**config.mk**
```make
export PLATFORM = sky130hd
export DESIGN_NAME = multicycle_control
export DESIGN_NICKNAME = d
export VERILOG_FILES = /design/src/rtl/multicycle_control.sv
export SDC_FILE = /design/constraint.sdc
export NUM_CORES = 1
export LEC_CHECK = 0
export ABC_CLOCK_PERIOD_IN_PS = 4350
export BUFFER_PORTS_ARGS = -buffer_cell sky130_fd_sc_hd__buf_2
export CORE_UTILIZATION = 57
export DETAILED_ROUTE_END_ITERATION = 16
export GPL_ROUTABILITY_DRIVEN = 0
export PLACE_DENSITY = 0.91
export RECOVER_POWER = 100
export REMOVE_ABC_BUFFERS = 1
export SYNTH_ARGS = -nofsm -noshare
export SYNTH_HDL_FRONTEND = slang
export SYNTH_SLANG_ARGS = --single-unit
```
**constraint.sdc**
```tcl
create_clock -name clk -period 4.35 [get_ports clk]
set_clock_uncertainty 0.1 [all_clocks]
set_input_delay 0.435 -clock clk [delete_from_list [all_inputs] [get_ports clk]]
set_output_delay 0.435 -clock clk [all_outputs]
set_load 0.05 [all_outputs]
```
**src/rtl/multicycle_control.sv**
```systemverilog
// multicycle_control: multicycle FSM sequencer for the MIPS-subset CPU.
// Fetch/decode/execute/memory/writeback through one shared memory port with
// a mem_ready handshake, memory timeout trap and retired-instruction counter.
// Optional macro ILLEGAL_TRAP_EN: unrecognised instructions trap instead of
// retiring as a NOP.
module multicycle_control #(
   parameter int MEM_TIMEOUT = 15,
   parameter int COUNT_W     = 32
) (
   input  logic               clk,
   input  logic               reset,
   input  logic [5:0]         opcode,
   input  logic [5:0]         funct,
   input  logic               zero,
   input  logic               mem_ready,
   output logic               mem_read,
   output logic               mem_write,
   output logic               i_or_d,
   output logic               ir_write,
   output logic               pc_write,
   output logic [1:0]         pc_source,
   output logic               alu_src_a,
   output logic [1:0]         alu_src_b,
   output logic [2:0]         alu_command,
   output logic               reg_write,
   output logic [1:0]         reg_dst,
   output logic               mem_to_reg,
   output logic               link_to_pc,
   output logic               instr_done,
   output logic [COUNT_W-1:0] instr_count,
   output logic               trap,
   output logic [3:0]         state
);

   typedef enum logic [3:0] {
      S_FETCH    = 4'd0,
      S_DECODE   = 4'd1,
      S_EXEC_R   = 4'd2,
      S_EXEC_I   = 4'd3,
      S_ALU_WB   = 4'd4,
      S_I_WB     = 4'd5,
      S_BRANCH   = 4'd6,
      S_JUMP     = 4'd7,
      S_JAL      = 4'd8,
      S_JR       = 4'd9,
      S_MEM_ADDR = 4'd10,
      S_MEM_RD   = 4'd11,
      S_MEM_WB   = 4'd12,
      S_MEM_WR   = 4'd13,
      S_TRAP     = 4'd14
   } state_t;

   localparam logic [2:0] ALU_ADD = 3'b000;
   localparam logic [2:0] ALU_SUB = 3'b001;
   localparam logic [2:0] ALU_XOR = 3'b010;
   localparam logic [2:0] ALU_SLT = 3'b011;

   // Counter only needs to reach MEM_TIMEOUT-1: the limit is detected while
   // the last waiting cycle is in progress.
   localparam int TO_W = (MEM_TIMEOUT > 1) ? $clog2(MEM_TIMEOUT) : 1;
   localparam logic [TO_W-1:0] TO_LAST = (MEM_TIMEOUT > 0) ? TO_W'(MEM_TIMEOUT - 1) : '0;

   state_t          cur_state, nxt_state;
   logic [TO_W-1:0] to_cnt;
   logic            to_expire;
   logic            wait_state;

   assign state      = cur_state;
   assign to_expire  = (MEM_TIMEOUT > 0) && (to_cnt == TO_LAST);
   assign wait_state = (cur_state == S_FETCH) || (cur_state == S_MEM_RD) ||
                       (cur_state == S_MEM_WR);

   // State register
   always_ff @(posedge clk or posedge reset) begin
      if (reset) cur_state <= S_FETCH;
      else       cur_state <= nxt_state;
   end

   // Memory wait counter: restarts on any state change, counts stalled cycles
   always_ff @(posedge clk or posedge reset) begin
      if (reset)                                          to_cnt <= '0;
      else if (nxt_state != cur_state)                    to_cnt <= '0;
      else if ((MEM_TIMEOUT > 0) && wait_state && !mem_ready) to_cnt <= to_cnt + TO_W'(1);
   end

   // Retired-instruction counter, wraps naturally
   always_ff @(posedge clk or posedge reset) begin
      if (reset)           instr_count <= '0;
      else if (instr_done) instr_count <= instr_count + COUNT_W'(1);
   end

   // Next-state and control decode
   always_comb begin
      nxt_state   = cur_state;
      mem_read    = 1'b0;
      mem_write   = 1'b0;
      i_or_d      = 1'b0;
      ir_write    = 1'b0;
      pc_write    = 1'b0;
      pc_source   = 2'b00;
      alu_src_a   = 1'b0;
      alu_src_b   = 2'b00;
      alu_command = ALU_ADD;
      reg_write   = 1'b0;
      reg_dst     = 2'b00;
      mem_to_reg  = 1'b0;
      link_to_pc  = 1'b0;
      instr_done  = 1'b0;
      trap        = 1'b0;
      case (cur_state)
         S_FETCH: begin
            mem_read  = 1'b1;
            alu_src_b = 2'b01;
            if (mem_ready) begin
               ir_write  = 1'b1;
               pc_write  = 1'b1;
               nxt_state = S_DECODE;
            end else if (to_expire) nxt_state = S_TRAP;
         end
         S_DECODE: begin
            alu_src_b = 2'b11;
            case (opcode)
               6'h00: begin
                  case (funct)
                     6'h08:               nxt_state = S_JR;
                     6'h20, 6'h22, 6'h2A: nxt_state = S_EXEC_R;
                     default: begin
`ifdef ILLEGAL_TRAP_EN
                        nxt_state = S_TRAP;
`else
                        instr_done = 1'b1;
                        nxt_state  = S_FETCH;
`endif
                     end
                  endcase
               end
               6'h23, 6'h2B: nxt_state = S_MEM_ADDR;
               6'h08, 6'h0E: nxt_state = S_EXEC_I;
               6'h04, 6'h05: nxt_state = S_BRANCH;
               6'h02:        nxt_state = S_JUMP;
               6'h03:        nxt_state = S_JAL;
               default: begin
`ifdef ILLEGAL_TRAP_EN
                  nxt_state = S_TRAP;
`else
                  instr_done = 1'b1;
                  nxt_state  = S_FETCH;
`endif
               end
            endcase
         end
         S_EXEC_R: begin
            alu_src_a = 1'b1;
            case (funct)
               6'h22:   alu_command = ALU_SUB;
               6'h2A:   alu_command = ALU_SLT;
               default: alu_command = ALU_ADD;
            endcase
            nxt_state = S_ALU_WB;
         end
         S_EXEC_I: begin
            alu_src_a   = 1'b1;
            alu_src_b   = 2'b10;
            alu_command = (opcode == 6'h0E) ? ALU_XOR : ALU_ADD;
            nxt_state   = S_I_WB;
         end
         S_ALU_WB: begin
            reg_write  = 1'b1;
            reg_dst    = 2'b01;
            instr_done = 1'b1;
            nxt_state  = S_FETCH;
         end
         S_I_WB: begin
            reg_write  = 1'b1;
            instr_done = 1'b1;
            nxt_state  = S_FETCH;
         end
         S_BRANCH: begin
            alu_src_a   = 1'b1;
            alu_command = ALU_SUB;
            pc_source   = 2'b01;
            pc_write    = (opcode == 6'h05) ? ~zero : zero;
            instr_done  = 1'b1;
            nxt_state   = S_FETCH;
         end
         S_JUMP: begin
            pc_write   = 1'b1;
            pc_source  = 2'b10;
            instr_done = 1'b1;
            nxt_state  = S_FETCH;
         end
         S_JAL: begin
            pc_write   = 1'b1;
            pc_source  = 2'b10;
            reg_write  = 1'b1;
            reg_dst    = 2'b10;
            link_to_pc = 1'b1;
            instr_done = 1'b1;
            nxt_state  = S_FETCH;
         end
         S_JR: begin
            pc_write   = 1'b1;
            pc_source  = 2'b11;
            instr_done = 1'b1;
            nxt_state  = S_FETCH;
         end
         S_MEM_ADDR: begin
            alu_src_a = 1'b1;
            alu_src_b = 2'b10;
            nxt_state = (opcode == 6'h23) ? S_MEM_RD : S_MEM_WR;
         end
         S_MEM_RD: begin
            mem_read = 1'b1;
            i_or_d   = 1'b1;
            if (mem_ready)      nxt_state = S_MEM_WB;
            else if (to_expire) nxt_state = S_TRAP;
         end
         S_MEM_WB: begin
            reg_write  = 1'b1;
            mem_to_reg = 1'b1;
            instr_done = 1'b1;
            nxt_state  = S_FETCH;
         end
         S_MEM_WR: begin
            mem_write = 1'b1;
            i_or_d    = 1'b1;
            if (mem_ready) begin
               instr_done = 1'b1;
               nxt_state  = S_FETCH;
            end else if (to_expire) nxt_state = S_TRAP;
         end
         S_TRAP: trap = 1'b1;
         default: nxt_state = S_FETCH;
      endcase
   end

endmodule

```
==> summary.md, run 1 <==
| Metric | Value |
|---|---|
| Clock Path Buffers | `2` |
| Accumulated negative setup slack | `0 ns` |
| CP Max Fanout | `31` |
| FF+latch count, synth | `40` |
| Number of top-level pins | `between 70 and 80` |
| Die ar. | `4910 um2` |
| GRT overflow | `0` |
| Synthesized area | `2640 um2` |
| Crit path capture type | `output pin` |
| Layout cells sized above 1 | `8.61%` |
| Drt total wl | `about 6200 um` |
| Minimum clock period | `3.55 ns` |
| Post-DP HPWL | `4360 um` |
| Clock root cell | `clkbuf_8` |
| Sequential share of the synthesized area | `between 30% and 40%` |
| Worst EP arrival | `3.02 ns` |
| Status | `finished with violations` |
| Post-cts sizing count | `0` |
| Final Slew Violations | `41` |
| CTS buffer count | `5` |
| DRC | `0` |
| Fin cells | `412` |
| Post-synth ARST share | `100%` |
| RSZ-0062 raised after global routing | `no` |
| Setup violations, final | `0` |
| Cell Area, Placed | `between 2000 and 3000 um2` |
| # hold bufs at CTS | `0` |
| Ant diodes | `0` |
| Final core occ | `67.4%` |
| Number of global-route vias before repair | `2,195` |
| Worst Hold Class | `flip-flop to flip-flop` |
| Hold Startpoint | `instr_count[18]` |
| Chip height | `about 70 um` |
| Cell type contributing the most total cell area after synthesis | `dfrtp_1` |
| DR pass1 iterations | `5` |
| Slew Limit Headroom | `-39.5%` |
| CP required | `3.82 ns` |
| Width of the die | `70.1 um` |
| Initial Utilization | `59.8%` |
| Routed WL per cell | `14.9 um` |
| Worst r2r src | `state[3]` |
| Failing checks | `capacitance limit, slew limit` |
| FILL cells | `~360` |
| Avg Inst Size Synth | `8.69 um2` |
| Final WS setup | `0.800 ns` |
| CTS tree | `done` |
| Leading post-synthesis cells by cell area | `dfrtp_1 38%, xor2_1 9.9%, nand2_1 3.7%` |
| Pwr Density | `470 nW/um2` |
| Largest net degree at the start of global routing | `41` |
| Worst-path clk slew | `about 0.07 ns` |
| Top_reg_cell synth | `dfrtp_1` |
| Total track usage | `26.1%` |
| Hold Path Depth | `1` |
| H-Tree Depth | `2` |
| Critical path type | `flip-flop to output pin` |
| Yosys cell types | `54` |
| Most frequent cell after synthesis | `dfrtp_1` |
| Yosys warns | `0` |
| Crit start category | `flip-flop` |
| Via density | `6.16` |
| Nets | `~380` |
| Port Buffer Count | `70` |
| Area growth syn-to-layout | `12.6%` |
| Post-route cell area | `2970 um2` |
| Max-cap violations | `1` |
| Max Fclk | `282 MHz` |
| Crit share post-route | `81.6%` |
| Fin. Hold Viols | `0` |
| Initial DRC count | `255` |
| Worst Reg-to-Reg Cells | `5` |
| Initial antenna violation count | `0` |
| Worst IR Drop VDD | `0.544 mV` |
| Pleak | `roughly 1.1 nW` |
| First-pass GRT wire length | `slightly above 10,000 um` |
| Area share of the largest cell type after synthesis | `37.9%` |
| Routed vias | `approximately 2,500` |
| Worst setup startpoint | `state[3]` |
| Crit-path max cell delay | `slightly above 0.6 ns` |
| DRT antenna net count | `0` |
| Slew @ Worst Pin | `2.09 ns` |
| Clock sink count | `40` |
| EDFF count, synth | `0` |
| Post-synth top cells | `40 x dfrtp_1, 30 x xor2_1, 26 x nand2_1, 26 x nor2_1, 19 x nor3_1` |
| Core area | `between 4000 and 5000 um2` |
| Mapped Cells | `304` |
| CP Cell Sequence | `or2_2 -> or2_2 -> o22a_1 -> inv_1 -> clkbuf_1` |
| Clk_lat worst skew | `0.29 ns` |
| FP Rows | `24` |
| Setup Buffers After CTS | `0` |
| Most Frequent Cell on Critical Path | `or2_2` |
| Placed cells | `405` |
| R2R setup slack | `1.41 ns` |
| Post-Place Setup Slack | `1.19 ns` |
| CP max stage cell | `dfrtp_1` |
## through the flow
stage | hold WS (ns) | power (mW)
after floorplan | 0.439 | 1.02
after global placement | 0.370 | 1.18
after detailed placement | 0.378 | 1.19
after CTS | 0.174 | 1.42
after global routing | 0.399 | 1.47
final | 0.392 | 1.40
## placed cells by master (no fill, tap or decap), drive strengths merged, types with 2 or more instances in the layout
master	count
xor2	30
nand3	14
mux2i	2
nor3	19
ha	3
a21oi	10
buf	16
o21ai	6
nor3b	3
a31oi	4
o21a	3
a2bb2oi	2
nand4	9
o22ai	4
o221ai	2
clkbuf	62
and3	4
xnor2	9
nor4	8
inv	9
nor4b	11
or3	3
nor2	26
dfrtp	40
nand2b	9
mux2	2
nand2	26
nand4b	2
or2	3
## worst paths after layout
| kind | end |
|---|---|
| max | instr_done |
| min | instr_count[18] |
| max reg2reg | instr_count[21] |
| min reg2reg | instr_count[18] |
| max in group asynchronous | state[1] |
| min in group asynchronous | instr_count[6] |
## final cells by class
class,count,area (um2),share of cell area (%)
tap,52,65.1,2.19
multi-input combinational,232,1500,50.6
clock buffer,6,72.6,2.44
sequential,40,1000,33.7
clock inverter,1,5.00,0.168
timing repair buffer,72,293,9.84
inverter,9,33.8,1.14
## registers in the layout (all words and copies together), names as in the netlist
| register | count |
|---|---|
| to_cnt | 4 |
| instr_count | 32 |
| state | 4 |
## logic make-up (layout without fill, tap and decap cells)
group | count (synthesis) | count (layout) | share of synthesized area (%)
AND/OR/NAND/NOR | 143 | 143 | 30.5
AO/OA/AOI/OAI | 42 | 42 | 10.6
flip-flops | 40 | 40 | 37.9
XOR/XNOR | 39 | 39 | 12.9
buffers and inverters | 32 | 88 | 4.93
multiplexers | 4 | 4 | 1.61
adder cells (fa/ha/maj) | 3 | 3 | 1.42
other | 1 | 1 | 0.142
## per-layer routing
metal	track usage [%]	up-vias	share of wire, %
met1	36.7	1201	43
met3	5.05	17	7.8
met2	41.2	137	48
met4	7.56	0	1.6
met5	0	-	0
li1	-	1183	-
## power breakdown
group          internal (mW)  total [mW]  switching (mW)  leakage [nW]
Clock                  0.109       0.229           0.120        0.0410
Sequential             0.422       0.516          0.0935         0.464
Combinational          0.150       0.653           0.503         0.638
Total                  0.681        1.40           0.717          1.14
## worst max-delay path, delay by kind of cell, from the launching register on
| family | cells | cell delay [ns] |
|---|---|---|
| compound gates | 1 | 0.59 |
| buf+inv | 2 | 0.74 |
| flops | 1 | 0.62 |
| simple gates | 2 | 0.76 |
Power figures use the tool's default switching activity.
==> inputs of run 2 (changes only) <==
--- a/config.mk
+++ b/config.mk
@@ -5,12 +5,12 @@
 export SDC_FILE = /design/constraint.sdc
 export NUM_CORES = 1
 export LEC_CHECK = 0
-export ABC_CLOCK_PERIOD_IN_PS = 4350
+export ABC_CLOCK_PERIOD_IN_PS = 3100
 export BUFFER_PORTS_ARGS = -buffer_cell sky130_fd_sc_hd__buf_2
-export CORE_UTILIZATION = 57
+export CORE_UTILIZATION = 48
 export DETAILED_ROUTE_END_ITERATION = 16
 export GPL_ROUTABILITY_DRIVEN = 0
-export PLACE_DENSITY = 0.91
+export PLACE_DENSITY = 0.82
 export RECOVER_POWER = 100
 export REMOVE_ABC_BUFFERS = 1
 export SYNTH_ARGS = -nofsm -noshare
==> constraint.sdc (replaced) <==
create_clock -name clk -period 3.1 [get_ports clk]
set_clock_uncertainty 0.1 [all_clocks]
set_input_delay 0.31 -clock clk [delete_from_list [all_inputs] [get_ports clk]]
set_output_delay 0.31 -clock clk [all_outputs]
set_load 0.05 [all_outputs]
==> run 2 against run 1 <==
- the flow still finishes with violations (capacitance limit, slew limit)
- worst setup slack lost 0.49 ns
- clock power is 99% higher
- cell area is 3.8% higher
- worst hold slack got worse by 0.018 ns
- critical endpoint unchanged
==> summary.md, run 2 (synthesis gave the netlist of run 1 again) <==
| Metric | Value |
|---|---|
| Status | `finished with violations` |
| Failing checks | `capacitance limit, slew limit` |
| Drt total wl | `6170 um` |
| Ant diodes | `0` |
| Max Fclk | `358 MHz` |
| CP max stage cell | `dfrtp_1` |
| # hold bufs at CTS | `0` |
| Largest net degree at the start of global routing | `41` |
| CP required | `2.69 ns` |
| Chip height | `76.2 um` |
| Crit start category | `flip-flop` |
| Post-cts sizing count | `0` |
| Pwr Density | `694 nW/um2` |
| Setup violations, final | `0` |
| Initial antenna violation count | `0` |
| Worst path top cell family by delay | `buffers and inverters` |
| Pleak | `between 1 and 1.5 nW` |
| Clk_lat worst skew | `0.29 ns` |
| Max-cap violations | `1` |
| First-pass GRT wire length | `10,500 um` |
| Clock network power share | `21.2%` |
| Initial DRC count | `235` |
| Sequential cell fraction of total power | `32.4%` |
| Clock sink count | `40` |
| CP Cell Sequence | `nand2b_1 -> or2_2 -> o22a_1 -> buf_12 -> inv_1 -> clkbuf_1` |
| Routed WL per cell | `14.2 um` |
| Width of the die | `~76 um` |
| DRC | `0` |
| H-Tree Depth | `2` |
| Slew Limit Headroom | `-36.7%` |
| CTS buffer count | `5` |
| Post-DP HPWL | `4400 um` |
| Psw | `1.02 mW` |
| Nets | `between 300 and 400` |
| Minimum clock period | `2.79 ns` |
| Worst Hold Class | `flip-flop to flip-flop` |
| DRT antenna net count | `0` |
| CP Max Fanout | `31` |
| Port Buffer Count | `70` |
| FILL cells | `504` |
| Clock Path Buffers | `2` |
| Crit path capture type | `output pin` |
| Crit share post-route | `90.2%` |
| Crit-path max cell delay | `0.56 ns` |
| Final Slew Violations | `41` |
| CTS tree | `done` |
| Comb power frac | `46.3%` |
| Number of top-level pins | `72` |
| DR pass1 iterations | `5` |
| RSZ-0062 raised after global routing | `no` |
| Layout cells sized above 1 | `between 10% and 20%` |
| Commonest non-fill, non-tap cells in the layout | `56 x clkbuf_1, 40 x dfrtp_1, 30 x xor2_1` |
| Clock root cell | `clkbuf_8` |
| Setup Buffers After CTS | `0` |
| Total track usage | `between 20% and 30%` |
| Slew @ Worst Pin | `2.05 ns` |
| Largest Register | `instr_count` |
| Max FFs per register | `32` |
| GRT overflow | `0` |
| Number of global-route vias before repair | `2,228` |
| Initial Utilization | `50.7%` |
| Fin. Hold Viols | `0` |
| Final core occ | `59.3%` |
| Sw Ratio | `a little under half` |
| Routed vias | `between 2,000 and 2,500` |
| FP Rows | `26` |
| Bufs and invs on worst path | `3` |
| Hold WS | `0.374 ns` |
| Via density | `5.71` |
| Worst IR Drop VDD | `0.614 mV` |
| Die ar. | `a little under 6000 um2` |
| Worst-path clk slew | `0.08 ns` |
| Core area | `5200 um2` |
| Commonest non-fill, non-tap cell in the layout | `clkbuf_1` |
| Worst EP arrival | `2.38 ns` |
| Internal power | `1.12 mW` |
| Area growth syn-to-layout | `16.9%` |
| Critical path type | `flip-flop to output pin` |
## run 2: layout make-up
cell class / count / area, um2 / share of cell area, %
multi-input cells: 232 / 1510 / 48.8
flip-flops and latches: 40 / 1000 / 32.4
repair buffers: 76 / 333 / 10.8
clock buffers: 7 / 96.3 / 3.12
well taps: 70 / 87.6 / 2.84
inverters: 9 / 33.8 / 1.09
clock inverters: 1 / 30.0 / 0.973
## run 2: final timing paths
path / start / to / slack [ns] / depth (start not counted)
setup / recovery: state[0] / instr_done / 0.31 / 6
setup reg to reg: instr_count[4] / instr_count[31] / 0.37 / 7
max in group asynchronous: reset / instr_count[26] / 1.07 / 3
hold / removal: instr_count[31] / instr_count[31] / 0.37 / 1
min in group asynchronous: reset / instr_count[1] / 0.66 / 3
hold reg to reg: instr_count[31] / instr_count[31] / 0.37 / 1
## run 2: per-stage QoR
step / TNS [ns] / setup WS (ns) / instances / total power [mW] / area, um2
after floorplan: -0.980 / -0.490 / 281 / 1.44 / 2540
after CTS: 0 / 0.498 / 435 / 2.18 / 3170
after detailed placement: 0 / 0.512 / 427 / 1.72 / 3040
final: 0 / 0.305 / 435 / 2.14 / 3090
after global placement: 0 / 0.578 / 427 / 1.70 / 3040
after global routing: 0 / 0.192 / 435 / 2.26 / 3090
## run 2: worst register-to-register path: stages, from the launching register on
cell and delay [ns]:
dfrtp_1 0.43, nand4_2 0.16, or3_4 0.41, or3_1 0.56, nor4_4 0.40, nand4_1 0.18, nor4b_2 0.27, xor2_1 0.16
## run 2: layer usage
| layer | part of all wire, % | GRT usage, % | up-vias |
|---|---|---|---|
| met5 | 0 | 0 | - |
| met4 | 1.0 | 5.96 | 0 |
| met3 | 6.5 | 4.07 | 7 |
| met2 | 46 | 36.5 | 91 |
| met1 | 46 | 29.8 | 1187 |
| li1 | - | - | 1200 |
## run 2: power groups by stage
stage	clock network [mW]	registers, mW	logic (mW)
after floorplan	0	0.938	0.499
after global placement	0	0.695	1.00
after detailed placement	0	0.700	1.02
after CTS	0.466	0.691	1.03
after global routing	0.486	0.710	1.06
final	0.455	0.695	0.993
